### config.mk
export PLATFORM = sky130hd
export DESIGN_NAME = simplebox_streamer
export DESIGN_NICKNAME = d
export VERILOG_FILES = /design/src/rtl/simplebox_pkg.sv /design/src/rtl/simplebox_streamer.sv
export SDC_FILE = /design/constraint.sdc
export NUM_CORES = 1
export LEC_CHECK = 0
export ABC_CLOCK_PERIOD_IN_PS = 5300
export CORE_ASPECT_RATIO = 1.4
export CORE_MARGIN = 2
export CORE_UTILIZATION = 55
export CTS_CLUSTER_DIAMETER = 30
export DETAILED_ROUTE_END_ITERATION = 10
export GPL_ROUTABILITY_DRIVEN = 1
export PLACE_DENSITY = 0.86
export SLEW_MARGIN = 20
export SYNTH_ARGS = -nofsm -noshare
export SYNTH_HDL_FRONTEND = slang
export SYNTH_SLANG_ARGS = --single-unit
### constraint.sdc
create_clock -name CLOCK_50 -period 5.3 [get_ports CLOCK_50]
set_input_delay 1.59 -clock CLOCK_50 [delete_from_list [all_inputs] [get_ports CLOCK_50]]
set_output_delay 1.59 -clock CLOCK_50 [all_outputs]
set_load 0.05 [all_outputs]
### src/rtl/simplebox_pkg.sv
`default_nettype none
// ============================================================================
// Module   : simplebox_pkg
// Purpose  : Shared constants and types for the simpleBox host-side streamer:
//            default image geometry, engine restart index, byte count,
//            controller state encoding, write-port field slices and the
//            packing of the engine's result word.
// Ports    : none (package)
// Revision : 1.0 - initial release
// ============================================================================
package simplebox_pkg;

  // Default image geometry and the index value that restarts simpleBox
  localparam int WIDTH     = 100;
  localparam int HEIGHT    = 100;
  localparam int RESET_IDX = 99999;

  // Bytes per RGB image
  localparam int N = WIDTH * HEIGHT * 3;

  // Controller states
  typedef enum logic [2:0] {
    IDLE     = 3'd0,
    RST0     = 3'd1,
    RST1     = 3'd2,
    PREFETCH = 3'd3,
    STREAM   = 3'd4,
    DRAIN    = 3'd5,
    READ     = 3'd6,
    CAPTURE  = 3'd7
  } state_t;

  // Field slices of hex_value_index
  localparam int IDX_LSB = 0;
  localparam int IDX_MSB = 23;
  localparam int VAL_LSB = 24;
  localparam int VAL_MSB = 31;
  localparam int IDX_W   = IDX_MSB - IDX_LSB + 1;
  localparam int VAL_W   = VAL_MSB - VAL_LSB + 1;

  // Result word packing {x_min, y_min, x_max, y_max}, MSB first
  localparam int COORD_W  = 8;
  localparam int XMIN_LSB = 24;
  localparam int YMIN_LSB = 16;
  localparam int XMAX_LSB = 8;
  localparam int YMAX_LSB = 0;

endpackage : simplebox_pkg
`default_nettype wire

### src/rtl/simplebox_streamer.sv
`default_nettype none
// ============================================================================
// Module   : simplebox_streamer
// Purpose  : On start, restarts the simpleBox engine, streams one RGB image
//            from a byte-wide sync-read pixel memory into its write port,
//            reads back the packed result and presents the box coordinates.
// Ports    : CLOCK_50        - system clock
//            reset_n         - synchronous active-low reset
//            start           - single-cycle request to process one image
//            busy            - run in progress (RST0 .. CAPTURE)
//            done            - one-cycle pulse, coordinates valid
//            mem_addr        - pixel-memory read address
//            mem_rdata       - pixel byte, 1-cycle read latency
//            wr_en / rd_en   - simpleBox write / read strobes
//            hex_value_index - {byte value, byte index} to simpleBox
//            box_out         - simpleBox result {x_min,y_min,x_max,y_max}
//            x_min..y_max    - captured coordinates, held until next capture
// Revision : 1.0 - initial release
// ============================================================================
module simplebox_streamer #(
  parameter int WIDTH     = simplebox_pkg::WIDTH,
  parameter int HEIGHT    = simplebox_pkg::HEIGHT,
  parameter int RESET_IDX = simplebox_pkg::RESET_IDX,
  parameter int ADDR_W    = 24
) (
  input  logic              CLOCK_50,
  input  logic              reset_n,
  input  logic              start,
  output logic              busy,
  output logic              done,
  output logic [ADDR_W-1:0] mem_addr,
  input  logic [7:0]        mem_rdata,
  output logic              wr_en,
  output logic              rd_en,
  output logic [31:0]       hex_value_index,
  input  logic [31:0]       box_out,
  output logic [7:0]        x_min,
  output logic [7:0]        y_min,
  output logic [7:0]        x_max,
  output logic [7:0]        y_max
);

  import simplebox_pkg::*;

  localparam int                C_N    = WIDTH * HEIGHT * 3;
  localparam logic [ADDR_W-1:0] C_LAST = ADDR_W'(C_N - 1);

  state_t            r_state;
  state_t            w_next;
  logic [ADDR_W-1:0] r_cnt;
  logic [ADDR_W-1:0] w_cnt_nxt;
  logic [ADDR_W-1:0] r_addr;
  logic [IDX_W-1:0]  r_idx;
  logic [VAL_W-1:0]  r_val;
  logic              r_busy;
  logic              r_done;
  logic              r_wr_en;
  logic              r_rd_en;
  logic [31:0]       r_coord;
  logic [31:0]       w_box;

  // Next-state logic
  always_comb begin
    w_next = r_state;
    case (r_state)
      IDLE:     if (start) w_next = RST0;
      RST0:     w_next = RST1;
      RST1:     w_next = PREFETCH;
      PREFETCH: w_next = STREAM;
      STREAM:   if (r_cnt == C_LAST) w_next = DRAIN;
      DRAIN:    w_next = READ;
      READ:     w_next = CAPTURE;
      CAPTURE:  w_next = IDLE;
      default:  w_next = IDLE;
    endcase
  end

  // Counter value for the next STREAM cycle: 0 when entering from PREFETCH
  assign w_cnt_nxt = (r_state == STREAM) ? (r_cnt + ADDR_W'(1)) : '0;

  // State and registered outputs; outputs are computed from the next state so
  // they line up with the state they belong to.
  always_ff @(posedge CLOCK_50) begin
    if (!reset_n) begin
      r_state <= IDLE;
      r_cnt   <= '0;
      r_addr  <= '0;
      r_idx   <= '0;
      r_val   <= '0;
      r_busy  <= 1'b0;
      r_done  <= 1'b0;
      r_wr_en <= 1'b0;
      r_rd_en <= 1'b0;
      r_coord <= '0;
    end else begin
      r_state <= w_next;
      r_busy  <= (w_next != IDLE);
      r_done  <= (w_next == CAPTURE);
      r_wr_en <= (w_next == STREAM);
      r_rd_en <= (w_next == READ);

      // Keep the last streamed byte so the value field holds through DRAIN
      if (r_state == STREAM) r_val <= mem_rdata;

      // Result is live on box_out during the done cycle; keep it afterwards
      if (r_done) r_coord <= box_out;

      case (w_next)
        RST0: begin
          r_idx <= IDX_W'(RESET_IDX);
          r_val <= '0;
          r_cnt <= '0;
        end
        RST1:     r_idx  <= IDX_W'(RESET_IDX + 1);
        PREFETCH: r_addr <= '0;
        STREAM: begin
          r_cnt  <= w_cnt_nxt;
          r_idx  <= IDX_W'(w_cnt_nxt);
          // Prefetch the next byte; park on the last address at the end
          r_addr <= (w_cnt_nxt == C_LAST) ? C_LAST : (w_cnt_nxt + ADDR_W'(1));
        end
        default: ;
      endcase
    end
  end

  // The memory already registers its output, so the byte for index i is on
  // mem_rdata during STREAM cycle i and is forwarded directly.
  assign hex_value_index[IDX_MSB:IDX_LSB] = r_idx;
  assign hex_value_index[VAL_MSB:VAL_LSB] = r_wr_en ? mem_rdata : r_val;

  // simpleBox presents its result the cycle after rd_en (the done cycle);
  // forward it then so the coordinates are visible together with done.
  assign w_box = r_done ? box_out : r_coord;

  assign x_min    = w_box[XMIN_LSB +: COORD_W];
  assign y_min    = w_box[YMIN_LSB +: COORD_W];
  assign x_max    = w_box[XMAX_LSB +: COORD_W];
  assign y_max    = w_box[YMAX_LSB +: COORD_W];
  assign busy     = r_busy;
  assign done     = r_done;
  assign wr_en    = r_wr_en;
  assign rd_en    = r_rd_en;
  assign mem_addr = r_addr;

endmodule : simplebox_streamer
`default_nettype wire

Word-level counts from Yosys, hierarchy flattened
Cells that the tools add are included.
Word-level totals
  flip-flop bits (word level): 119
  input port bits: 43
  output and inout bits: 92
  word-level logic and storage cells: 44
Operators by class
  $add $sub $neg: 2
  equal/unequal tests: 15
  muxes and demuxes: 10
  bitwise logic cells: 1
  reduce and logical (&&, ||, !) cells: 6
Operators by type and width (number)
  $pmux W24 S2: 2
  $pmux W24 S3: 1
  $add A24 B1 Y24 const B: 2
  $eq A24 B15 Y1 const B: 2
  $mux W24: 2
  $mux W32: 1
  $pmux W3 S8: 1
  $eq A3 B3 Y1 const B: 7
  $eq A3 B2 Y1 const B: 4
  $mux W8: 1
  $eq A3 B1 Y1 const B: 2
  $mux W3: 2
  $reduce_bool A3 Y1: 2
  $reduce_bool A2 Y1: 2
  $logic_not A3 Y1: 1
  $reduce_or A2 Y1: 1
  $not A1 Y1: 1

Logic depth before layout (Yosys ltp)
  depth after elaboration: 5
  mapped depth: 14
  gate-level depth less buffers: 11

Least setup slack after synthesis
OpenSTA, ideal clock, no wires.
  kind: input-to-output
  start point: input port box_out[8]
  end point: output port x_max[0]
  data arrival time: 1.968 ns
  setup slack: 1.742 ns
  stages: 1
  buffers on the path: 0
  path through: mux2_2
On the way
  word-level cells in the longest chain between the ends: 1
Ends and longest elaborated chain
  start, declared: RTL line simplebox_streamer.sv:36  | input logic [31:0] box_out,
  $mux W32
  end, declared: RTL line simplebox_streamer.sv:39  | output logic [7:0] x_max,
Every way passes these cells.

Worst setup path after layout
  start point: input port mem_rdata[0]
  end point: output port hex_value_index[24]
On the way
  word-level cells in the longest chain between the ends: 1
Ends and longest elaborated chain
  start, declared: RTL line simplebox_streamer.sv:32  | input logic [7:0] mem_rdata,
  $mux W8: RTL line simplebox_streamer.sv:130  | assign hex_value_index[VAL_MSB:VAL_LSB] = r_wr_en ? mem_rdata : r_val;
  end, declared: RTL line simplebox_streamer.sv:35  | output logic [31:0] hex_value_index,
Every way passes these cells.

==> flow_metrics.py <==
metrics = {
    "detailed_routing": {
        "drt_wl_total_um": 16350,
        "dr.pass1.iters": 5,
        "vias": 5615,
        "ant_nets": 0,
        "drt_iter0_markers": 398,
        "via_per_inst": 5.861,
        "post-route-drc-count": 0,
        "post_drt_wl_per_cell_um": 17.06,
    },
    "synthesis": {
        "synth_nets": 742,
        "synth_common_cells": "nand2_1 (129), dfxtp_1 (119), a21oi_1 (55)",
        "yosysTopAreaCell": "dfxtp_1",
        "syn_area_um2": 5954,
        "yosys_warnings": 0,
        "synth_cell_type_count": 59,
        "synth_edf_count": 0,
        "synth_area_leaders": "dfxtp_1 (40%), nand2_1 (8.1%), mux2_2 (7.6%)",
        "ys_ff_latch": 119,
        "syn_inst": 693,
        "yosys.area.top_type_share_pct": 40.01,
        "ys_seq_area_share_pct": 40.01,
        "synthFlopType": "dfxtp_1",
        "syn_area_per_cell_um2": 8.592,
        "async_flop_share_pct": 0,
        "yosysMostFrequentCell": "nand2_1",
    },
    "placement": {
        "place.gp.congestion": 0.9785,
        "io_buffers": 134,
        "dp_hpwl_um": 11700,
        "dp_cells": 926,
    },
    "timing": {
        "whs_ps": 451.8,
        "clock_skew_ps": 4.934,
        "worstMarginPinSlew_ps": 745.2,
        "grt_setup_unrepaired": "no",
        "setup-tns-final_ps": 0,
        "max_freq_mhz": 215.6,
        "finalCriticalPeriod_ps": 4639,
        "finalSetupViolations": 0,
        "slew_headroom_pct": 50.32,
        "fin_crit_sh_pct": 87.53,
        "drv_slew": 0,
        "final_hold_viol_count": 0,
    },
    "grt": {
        "grtUsageTotal_pct": 28.32,
        "grt_start_max_net_pins": 44,
        "grt_pass1_vias": 5635,
        "antenna_found_initial": 0,
        "grt.overflow.total": 0,
        "grt_pass1_wl_um": 26790,
    },
    "die": {
        "initial_core_util_pct": 56.93,
        "dieArea_um2": 11690,
        "core-area_um2": 10460,
        "chipHeight_um": 127.1,
        "num_rows": 44,
        "die_w_um": 91.94,
        "ioPinCount": 135,
    },
    "layout": {
        "fin_nets": 856,
        "diodes": 0,
        "drive_gt1_share_pct": 14.39,
        "layout.cells.non_filler": 958,
        "syn_to_final_growth_pct": 33.77,
    },
    "clock_tree": {
        "clock_latency_ps": 410,
        "root_buffer": "clkbuf_16",
        "cts_tree": "done",
        "clockBufferDepth": 2,
        "clock_sinks": 119,
        "ctsHoldBuffers": 0,
        "cts_buffers": 17,
        "path_clk_slew_ps": 50,
        "htree_levels": 4,
        "cts_resized": 0,
        "cts_setup_buffers": 0,
    },
    "worst_setup_path": {
        "worstSetupStartpointType": "input pin",
        "crit_fanout": 2,
        "rrSetupSlack_ps": 1590,
        "critPathCapture": "hex_value_index[24]",
        "cp_data_required_time_ps": 3710,
        "crit_start": "mem_rdata[0]",
        "r2r_end": "mem_addr[8]",
        "critPathArrivalTime_ps": 3050,
        "reg2reg_depth": 11,
        "critical_path_class": "in2out",
        "worstReg2RegStart": "r_state[1]",
        "cp-end-kind": "output pin",
    },
    "job": {
        "cap_violations": 0,
    },
    "power": {
        "p_leak_nw": 2.812,
        "total_power_mw": 2.564,
        "power_density_nw_per_um2": 321.9,
        "peakVddDrop_mv": 0.2472,
    },
    "worst_hold_path": {
        "min_path_type": "reg2reg",
    },
    "run_status": {
        "status": "completed",
    },
}
kinds of logic after synthesis:
| kind of cell | count (synthesis) | share of synthesized area, % |
|---|---|---|
| and+or+nand+nor | 298 | 26.35 |
| AOI/OAI and AO/OA | 128 | 13.72 |
| DFF | 119 | 40.01 |
| buffers and inverters | 59 | 4.602 |
| muxes | 48 | 8.909 |
| xor gates and xnor gates | 35 | 5.148 |
| adders and majority gates | 6 | 1.261 |
layout by cell type (no fill, tap or decap), types with 6 or more instances in the layout:
cell type and instances:
ha_1 6, and3_1 6, a31oi_1 6, buf_4 11
xnor2_1 20, nor2_1 32, nand3_1 12, nand4_1 14
mux2_2 40, o21ai_0 25, xor2_1 15, clkdlybuf4s50_1 134
clkbuf_16 17, mux2i_1 8, a21oi_1 55, or3_1 6
inv_1 9, nor4_1 11, and2_1 40, nand2_1 129
nand2b_1 9, dfxtp_1 119, o21ai_2 10
worst max-delay path: stages:
cell             delay (ps)
clkdlybuf4s50_1         490
mux2_2                  160
clkdlybuf4s50_1         800
area by class of cell:
class | count | area [um^2]
multi-input cells | 515 | 3298
fillers | 722 | 2495
flip-flops and latches | 119 | 2382
repair buffers | 145 | 1424
clock buffers | 21 | 460.4
clock inverters | 11 | 193.9
well taps | 138 | 172.7
inverters | 9 | 33.78
stage by stage:
stage               worst slack (ps)  utilization [%]  instance area (um^2)
global route                   633.5            76.15                  7965
floorplan                       1742                -                  5954
CTS                            665.9            76.15                  7965
finish                         661.1            76.15                  7965
detailed placement             667.3            69.89                  7311
global placement               689.2            69.89                  7311
state kept, by name, summed over array words and instances (netlist names):
| register | flops |
|---|---|
| busy | 1 |
| done | 1 |
| r_cnt | 24 |
| rd_en | 1 |
| r_val | 8 |
| r_idx | 24 |
| mem_addr | 24 |
| wr_en | 1 |
| r_coord | 32 |
| r_state | 3 |
worst min path at each step:
stage	start	to	slack, ps	cells after the start
2_1_floorplan	r_val[7]	r_val[7]	430	2
3_3_place_gp	mem_addr[2]	mem_addr[2]	440	2
3_5_place_dp	mem_addr[0]	mem_addr[0]	450	2
4_1_cts	mem_addr[13]	mem_addr[13]	450	2
5_1_grt	r_idx[6]	r_idx[6]	480	2
6_report	mem_addr[13]	mem_addr[13]	450	2
layer usage:
metal | track usage (%) | routed length [um] | vias to the layer above
met5 | 0 | 0 | -
met3 | 5.601 | 854 | 60
li1 | - | - | 2636
met2 | 52.60 | 8628 | 251
met1 | 30.02 | 6208 | 2668
met4 | 14.57 | 654 | 0
where the power goes:
group | total, mW | internal [mW] | switching (mW)
clock network | 1.27 | 0.861 | 0.407
logic | 0.355 | 0.119 | 0.235
registers | 0.941 | 0.922 | 0.0192
total | 2.56 | 1.90 | 0.662
No activity file was read; power rests on OpenSTA's default activity.
